## config.mk

```make
export PLATFORM = sky130hd
export DESIGN_NAME = date_string_emitter
export DESIGN_NICKNAME = d
export VERILOG_FILES = /design/src/rtl/date_string_emitter.sv
export SDC_FILE = /design/constraint.sdc
export NUM_CORES = 1
export LEC_CHECK = 0
export CORE_AREA = 2 2 90 101
export CTS_CLUSTER_DIAMETER = 50
export CTS_CLUSTER_SIZE = 30
export DETAILED_ROUTE_END_ITERATION = 8
export DIE_AREA = 0 0 92 103
export PLACE_DENSITY = 0.79
export SYNTH_ARGS = -nofsm -noshare
export SYNTH_HDL_FRONTEND = slang
export SYNTH_SLANG_ARGS = --single-unit
export TNS_END_PERCENT = 50
```

## constraint.sdc

```tcl
create_clock -name clk -period 2.4 [get_ports clk]
set_input_delay 0.72 -clock clk [delete_from_list [all_inputs] [get_ports clk]]
set_output_delay 0.72 -clock clk [all_outputs]
set_load 0.05 [all_outputs]
```

## src/rtl/date_string_emitter.sv

```systemverilog
// date_string_emitter: serialises a binary date as ASCII "YYYY<s>M[M]<s>D[D]" under valid/ready
// Flow: IDLE -> CONV (14-cycle double-dabble of the year) -> CHECK (date validation) -> EMIT or err pulse.
// Ports: clk, reset (async, active-high); start_i, year_i[13:0], month_i[3:0], day_i[4:0],
//   sep_sel_i[1:0] (00 '-', 01 '/', 10 '.', 11 DEFAULT_SEP), out_ready_i;
//   out_o[7:0] (00 when idle), out_valid_o, busy_o, done_o (pulse), err_o (pulse).
// Build option: define ZERO_PAD_EN to always emit two-digit month and day.
module date_string_emitter #(
  parameter int unsigned MIN_YEAR = 1000,
  parameter int unsigned MAX_YEAR = 9999,
  parameter logic [7:0] DEFAULT_SEP = 8'h2D
) (
  input  logic        clk,
  input  logic        reset,
  input  logic        start_i,
  input  logic [13:0] year_i,
  input  logic [3:0]  month_i,
  input  logic [4:0]  day_i,
  input  logic [1:0]  sep_sel_i,
  input  logic        out_ready_i,
  output logic [7:0]  out_o,
  output logic        out_valid_o,
  output logic        busy_o,
  output logic        done_o,
  output logic        err_o
);
  typedef enum logic [1:0] {IDLE, CONV, CHECK, EMIT} state_t;
  localparam logic [13:0] MIN_Y = 14'(MIN_YEAR);
  localparam logic [13:0] MAX_Y = 14'(MAX_YEAR);
  state_t state_q, state_d;
  logic [13:0] year_q, year_d;
  logic [3:0] month_q, month_d;
  logic [4:0] day_q, day_d;
  logic [1:0] sep_q, sep_d;
  logic [29:0] dd_q, dd_d;
  logic [3:0] cnt_q, cnt_d, idx_q, idx_d;
  logic done_q, done_d, err_q, err_d;
  logic [15:0] adj, bcd;
  logic [1:0] cm;
  logic leap, bad, mt_en, dt_en;
  logic [4:0] dim, dsub;
  logic [3:0] mt, mu, dt, du, digit, nxt;
  logic [7:0] sep_c, chr;
  // Each BCD digit >= 5 gets +3 before the shift so it carries correctly into the next digit.
  for (genvar d = 0; d < 4; d++) begin : g_adj
    assign adj[4*d+:4] = dd_q[14+4*d+:4] + (dd_q[14+4*d+:4] >= 4'd5 ? 4'd3 : 4'd0);
  end
  assign bcd = dd_q[29:14];
  // Century years: (10*Y3+Y2) mod 4 equals (2*Y3+Y2) mod 4, so only low bits matter.
  assign cm = {bcd[12], 1'b0} + bcd[9:8];
  assign leap = (bcd[7:0] != 8'd0) ? (year_q[1:0] == 2'd0) : (cm == 2'd0);
  assign dim = (month_q == 4'd2) ? (leap ? 5'd29 : 5'd28) :
               (month_q == 4'd4 || month_q == 4'd6 || month_q == 4'd9 || month_q == 4'd11) ? 5'd30 : 5'd31;
  assign bad = year_q < MIN_Y || year_q > MAX_Y || month_q == 4'd0 || month_q > 4'd12 ||
               day_q == 5'd0 || day_q > dim;
  assign mt = (month_q >= 4'd10) ? 4'd1 : 4'd0;
  assign mu = (month_q >= 4'd10) ? month_q - 4'd10 : month_q;
  assign dt = (day_q >= 5'd30) ? 4'd3 : (day_q >= 5'd20) ? 4'd2 : (day_q >= 5'd10) ? 4'd1 : 4'd0;
  assign dsub = day_q - {1'b0, dt} * 5'd10;
  assign du = dsub[3:0];
`ifdef ZERO_PAD_EN
  assign mt_en = 1'b1;
  assign dt_en = 1'b1;
`else
  assign mt_en = month_q >= 4'd10;
  assign dt_en = day_q >= 5'd10;
`endif
  assign sep_c = (sep_q == 2'b00) ? 8'h2D : (sep_q == 2'b01) ? 8'h2F : (sep_q == 2'b10) ? 8'h2E : DEFAULT_SEP;
  // Character slots: 0-3 year, 4 sep, 5-6 month, 7 sep, 8-9 day; absent tens digits are skipped.
  always_comb begin
    digit = 4'd0;
    case (idx_q)
      4'd0: digit = bcd[15:12];
      4'd1: digit = bcd[11:8];
      4'd2: digit = bcd[7:4];
      4'd3: digit = bcd[3:0];
      4'd5: digit = mt;
      4'd6: digit = mu;
      4'd8: digit = dt;
      4'd9: digit = du;
      default: digit = 4'd0;
    endcase
  end
  assign chr = (idx_q == 4'd4 || idx_q == 4'd7) ? sep_c : {4'h3, digit};
  assign nxt = (idx_q == 4'd4 && !mt_en) ? 4'd6 : (idx_q == 4'd7 && !dt_en) ? 4'd9 : idx_q + 4'd1;
  always_comb begin
    state_d = state_q;
    year_d = year_q;
    month_d = month_q;
    day_d = day_q;
    sep_d = sep_q;
    dd_d = dd_q;
    cnt_d = cnt_q;
    idx_d = idx_q;
    done_d = 1'b0;
    err_d = 1'b0;
    case (state_q)
      IDLE: if (start_i) begin
        year_d = year_i;
        month_d = month_i;
        day_d = day_i;
        sep_d = sep_sel_i;
        dd_d = {16'd0, year_i};
        cnt_d = 4'd0;
        state_d = CONV;
      end
      CONV: begin
        dd_d = {adj[14:0], dd_q[13:0], 1'b0};
        cnt_d = cnt_q + 4'd1;
        state_d = (cnt_q == 4'd13) ? CHECK : CONV;
      end
      CHECK: begin
        err_d = bad;
        idx_d = 4'd0;
        state_d = bad ? IDLE : EMIT;
      end
      EMIT: if (out_ready_i) begin
        done_d = idx_q == 4'd9;
        idx_d = nxt;
        state_d = (idx_q == 4'd9) ? IDLE : EMIT;
      end
      default: state_d = IDLE;
    endcase
  end
  always_ff @(posedge clk or posedge reset) begin
    if (reset) begin
      state_q <= IDLE;
      year_q <= '0;
      month_q <= '0;
      day_q <= '0;
      sep_q <= '0;
      dd_q <= '0;
      cnt_q <= '0;
      idx_q <= '0;
      done_q <= 1'b0;
      err_q <= 1'b0;
    end else begin
      state_q <= state_d;
      year_q <= year_d;
      month_q <= month_d;
      day_q <= day_d;
      sep_q <= sep_d;
      dd_q <= dd_d;
      cnt_q <= cnt_d;
      idx_q <= idx_d;
      done_q <= done_d;
      err_q <= err_d;
    end
  end
  assign out_valid_o = state_q == EMIT;
  assign out_o = out_valid_o ? chr : 8'h00;
  assign busy_o = state_q != IDLE;
  assign done_o = done_q;
  assign err_o = err_q;
endmodule

```

### Yosys cells after proc, flatten, opt, wreduce, memory -nomap -nowiden

Cells that the tools add are included.
Widths: inputs -> output; s select.

| cells by class | value |
|---|---|
| muxes and demuxes | 36 |
| add/subtract/negate cells | 9 |
| order comparisons | 12 |
| equality and inequality tests | 22 |
| reduce and logical (&&, ||, !) cells | 28 |
| multipliers | 1 |

Operators with widths:

| operator | number |
|---|---|
| $pmux 30 s2 | 1 |
| $pmux 4 s8 | 1 |
| $mux 2 | 15 |
| $mux 30 | 1 |
| $eq 4x3->1 const B | 6 |
| $eq 4x4->1 const B | 5 |
| $mux 4 | 5 |
| $ge 4x3->1 const B | 4 |
| $pmux 4 s2 | 2 |
| $gt 14x14->1 const B | 1 |
| $lt 14x10->1 const B | 1 |
| $add 4x2->4 | 3 |
| $eq 4x2->1 const B | 3 |
| $ge 5x5->1 const B | 2 |
| $logic_or 1x1->1 | 9 |
| $add 4x1->4 const B | 2 |
| $logic_not 2->1 | 4 |
| $logic_not 4->1 | 2 |
| $mux 1 | 8 |
| $pmux 2 s4 | 1 |
| $reduce_and 2->1 | 4 |
| $reduce_bool 8->1 | 1 |
| $eq 2x2->1 const B | 3 |
| $mux 6 | 1 |
| other kinds (17) | 23 |

| storage, ports and cells | value |
|---|---|
| input port bits | 29 |
| register bits after elaboration | 67 |
| output and inout port bits | 12 |
| word-level logic and storage cells | 118 |

### Logic depth before layout (Yosys ltp)

| logic depth | value |
|---|---|
| word-level depth | 10 |
| gate-level depth with buffers | 11 |
| gate-level depth less buffers | 11 |

### Least setup slack after synthesis

Ideal clock, no wire load.

| timing path | value |
|---|---|
| path type | reg2out |
| start point | register day_q[2] |
| end point | output port out_o[1] |
| data required time | 1.680 ns |
| cell stages (with the launch flop) | 9 |
| setup slack | -0.789 ns |
| buffers on the path | 1 |
| arrival time | 2.469 ns |
| cells stage by stage | dfrtp_1 -> clkbuf_1 -> nor2_1 -> o21ai_1 -> a22o_1 -> ha_1 -> nand2b_1 -> a221o_1 -> a31oi_1 |

| between the ends | value |
|---|---|
| word-level cells in the longest chain between the ends | 9 |
| elaborated cells on any way between the ends | 11 |
| those cells by class | add/sub (1); mul (1); order compare (3); mux (6) |

RTL lines:

| what | RTL line | source |
|---|---|---|
| start: declaration | 32 | `logic [4:0] day_q, day_d;` |
| start signal: assignment | 140 | `day_q <= day_d;` |
| $ge 5x4->1 | 57 | `assign dt = (day_q >= 5'd30) ? 4'd3 : (day_q >= 5'd20) ? 4'd2 : (day_q >= 5'd10) ? 4'd1 : 4'd0;` |
| $mux 1 | 57 |  |
| $mux 2 | 57 |  |
| $mux 2 * | 57 |  |
| $mul 2x3->3 | 58 | `assign dsub = day_q - {1'b0, dt} * 5'd10;` |
| $sub 4x4->4 | 58 |  |
| $pmux 4 s8 * | 71 | `case (idx_q)` |
| $mux 5 * | 83 | `assign chr = (idx_q == 4'd4 \|\| idx_q == 4'd7) ? sep_c : {4'h3, digit};` |
| $mux 6 * | 150 | `assign out_o = out_valid_o ? chr : 8'h00;` |
| end: declaration | 20 | `output logic [7:0] out_o,` |

Mark *: on every way between the ends. The rest lies on a longest branch, timed or not.

### Final worst setup path

| timing path | value |
|---|---|
| start point | register day_q[1] |
| end point | output port out_o[3] |

| between the ends | value |
|---|---|
| word-level cells in the longest chain between the ends | 9 |
| elaborated cells on any way between the ends | 11 |
| those cells by class | add/sub (1); mul (1); order compare (3); mux (6) |

RTL lines:

| what | RTL line |
|---|---|
| $ge 5x4->1 | 57 |
| $mux 1 | 57 |
| $mux 2 (2 in a row) | 57 |
| $mul 2x3->3 | 58 |
| $sub 4x4->4 * | 58 |
| $pmux 4 s8 * | 71 |
| $mux 5 * | 83 |
| $mux 6 * | 150 |

Marks and branches as above.

==> metrics <==
WP data arrival=2330 ps; Net Sw Power=3.288 mW; final setup fails=8; FF-to-FF path depth=10; Tot GR Track Use=21.36%; Skew-Pair Late Insertion Delay=350 ps; crit path time final=3051 ps; die footprint=9476 um2; RePlAce Congestion=0.9085; Max rail drop VDD=0.0008340 V; Die X=92 um; P&R area growth vs syn=32.67%; top area cells in the synthesized netlist=dfrtp_1, nand2_1, ha_1, mux2_1, o21ai_1; grt ovf=0; fmax=327.8 MHz; Post-Syn Area=3811 um2; Mapped Cells=408; CTS tree=done; RSZ-0062 raised after global routing=true; Slew headroom=30.59%; crit path launch type=flip-flop; dpl hpwl=7.050 mm; Crit path required time=1680 ps; max-cap violations=0; Leak Pwr=2.232 nW; Avg Cell Area, Syn=9.341 um2; #FFs+latches synth=66; CP Capture Type=output port; met1 GRT Util=26.57%; Reg power frac=28.2%; sequential share of the synthesized area=43.34%; fraction of layout cells with a size suffix above 1=24.02%; violated checks=negative setup slack; Clock Root Buffer=clkbuf_8; met3 usage=5.336%; first-pass GRT wire length=15.97 mm; Tcrit/Tclk final=127.1%; Fill cells=732; initial detailed-routing violation count=211; layout net count=531; ANT cells=0; Finished Cell Area=5056 um2; Post-synth ARST share=100.0%; reg2reg setup slack=-210 ps; CTS max path bufs=2; # H-tree levels=3; Synth area leader=dfrtp_1; Final Skew=7.122 ps; post-route ant nets=0; sw frac=43.82%; Hold Path Class=flip-flop to flip-flop; DR pass1 iterations=4; initial core utilization=44.53%; Vias per Instance=5.529; max-slew violations=0; Power Dens Cells=1484 nW/um2; status=finished, violations left; initial antenna violation count=0; commonest non-fill, non-tap cell in the layout=nand2_1; DP Area=4686 um2; Util after Layout=59.08%; GR Util met2=36.43%; clock sinks=66; crit path max fanout=4; top cell type's share of synthesized area=43.34%; clock share of power=13.3%; DRC=0; Synth Warn #=0; clk slew on worst S/H paths=80 ps; # IOs=41; worst slew pin tran=1037 ps; Core Region=8558 um2; Int Pwr=4.215 mW; Setup CP Type=flip-flop to output port; TritonCTS Buffers=9; wirelength, routed=9.476 mm; Hold Path Cell Cnt=2; largest net degree at the start of global routing=36; Final WS setup=-650.9 ps; vias in the first global route=3301; top_reg_cell synth=dfrtp_1; Row Count=36; Post-synth EDFFs=0; WL/cell=15.87 um; via count=3301; most used cells in the layout excluding fill and tap cells=nand2_1, dfrtp_1, buf_4; synth unique cells=54; die height=103 um; Hold Violations, Final=0; IO buf count=38; Comb pwr share=58.5%; gr busiest metal=met2
==> power groups by stage <==
stage / sequential (mW) / clock, mW / combinational (mW)
after floorplan: 2.01 / 0 / 2.75
after global placement: 2.06 / 0 / 3.89
after detailed placement: 2.10 / 0 / 4.07
after CTS: 2.11 / 1.02 / 4.35
after global routing: 2.19 / 1.07 / 4.84
final: 2.12 / 0.996 / 4.39
==> path summary, 6_finish.rpt <==
path / from / end
min reg2reg: dd_q[9] / dd_q[9]
max: day_q[1] / out_o[3]
max in group asynchronous: reset / idx_q[1]
min in group asynchronous: reset / dd_q[3]
max reg2reg: dd_q[16] / state_q[0]
min: dd_q[9] / dd_q[9]
==> registers in the layout (all words and copies together), names as in the netlist, 2 cells and up <==
name and count:
cnt_q 4, day_q 5, dd_q 30, idx_q 4, month_q 4, sep_q 2
state_q 2, year_q 13
==> per-stage QoR <==
stage               setup slack, ps  hold WS, ps  power, mW  instances  TNS (ps)
CTS                          -681.9        473.8      7.485        596     -2515
global route                 -796.4        510.4      8.090        597     -3396
floorplan                    -255.2        438.6      4.764        409    -797.6
finish                       -650.9        470.0      7.503        597     -2379
global placement             -194.9        453.9      5.943        577    -913.1
detailed placement           -303.5        456.1      6.176        577     -1679
==> area by class of cell <==
cell class	instances	area, um2	area share [%]
multi-input cells	290	2148	42.49
clock buffers	11	151.4	2.994
flip-flops and latches	66	1655	32.74
clock inverters	5	61.31	1.213
inverters	24	95.09	1.881
repair buffers	87	802.0	15.86
well taps	114	142.6	2.821
==> critical path: stages (launching register included) <==
cell,delay [ps]
dfrtp_1,430
nor2_4,140
o21ai_2,60
a22o_1,230
ha_2,180
inv_2,60
ha_4,130
a21oi_2,30
a31oi_1,190
o211ai_1,170
a31oi_4,210
buf_12,150
==> repair_timing <==
item	4_1_cts	5_1_grt
hold buffers	0	0
pin swaps	6	2
gates resized for setup	29	2
buffers inserted	3	1
endpoints found under the hold margin	0	0
endpoints found under the setup margin	8	8
==> routing by layer <==
layer,up-vias,part of all wire (%)
li1,1576,-
met1,1626,44
met2,79,49
met3,20,4.6
met4,0,2.2
met5,-,0
==> kinds of logic after synthesis <==
group	count (synthesis)	synth area share [%]
and+or+nand+nor	127	15.66
muxes	20	5.876
xor gates and xnor gates	9	2.068
adders and majority gates	24	8.667
DFF	66	43.34
buffers and inverters	53	5.811
other	1	0.09840
AOI/OAI and AO/OA	108	18.48
==> cells in the mapped netlist (6+ instances only) <==
master / count
ha_1: 20
clkbuf_1: 18
o21ai_1: 23
dfrtp_1: 66
nor2_1: 12
nand2b_1: 6
o22ai_1: 11
o21ai_0: 9
inv_1: 19
a21oi_1: 13
a31oi_1: 6
nand2_1: 68
nand3_1: 6
mux2_1: 18
nor2b_1: 9
a22oi_1: 15
No activity file was read; power rests on OpenSTA's default activity.
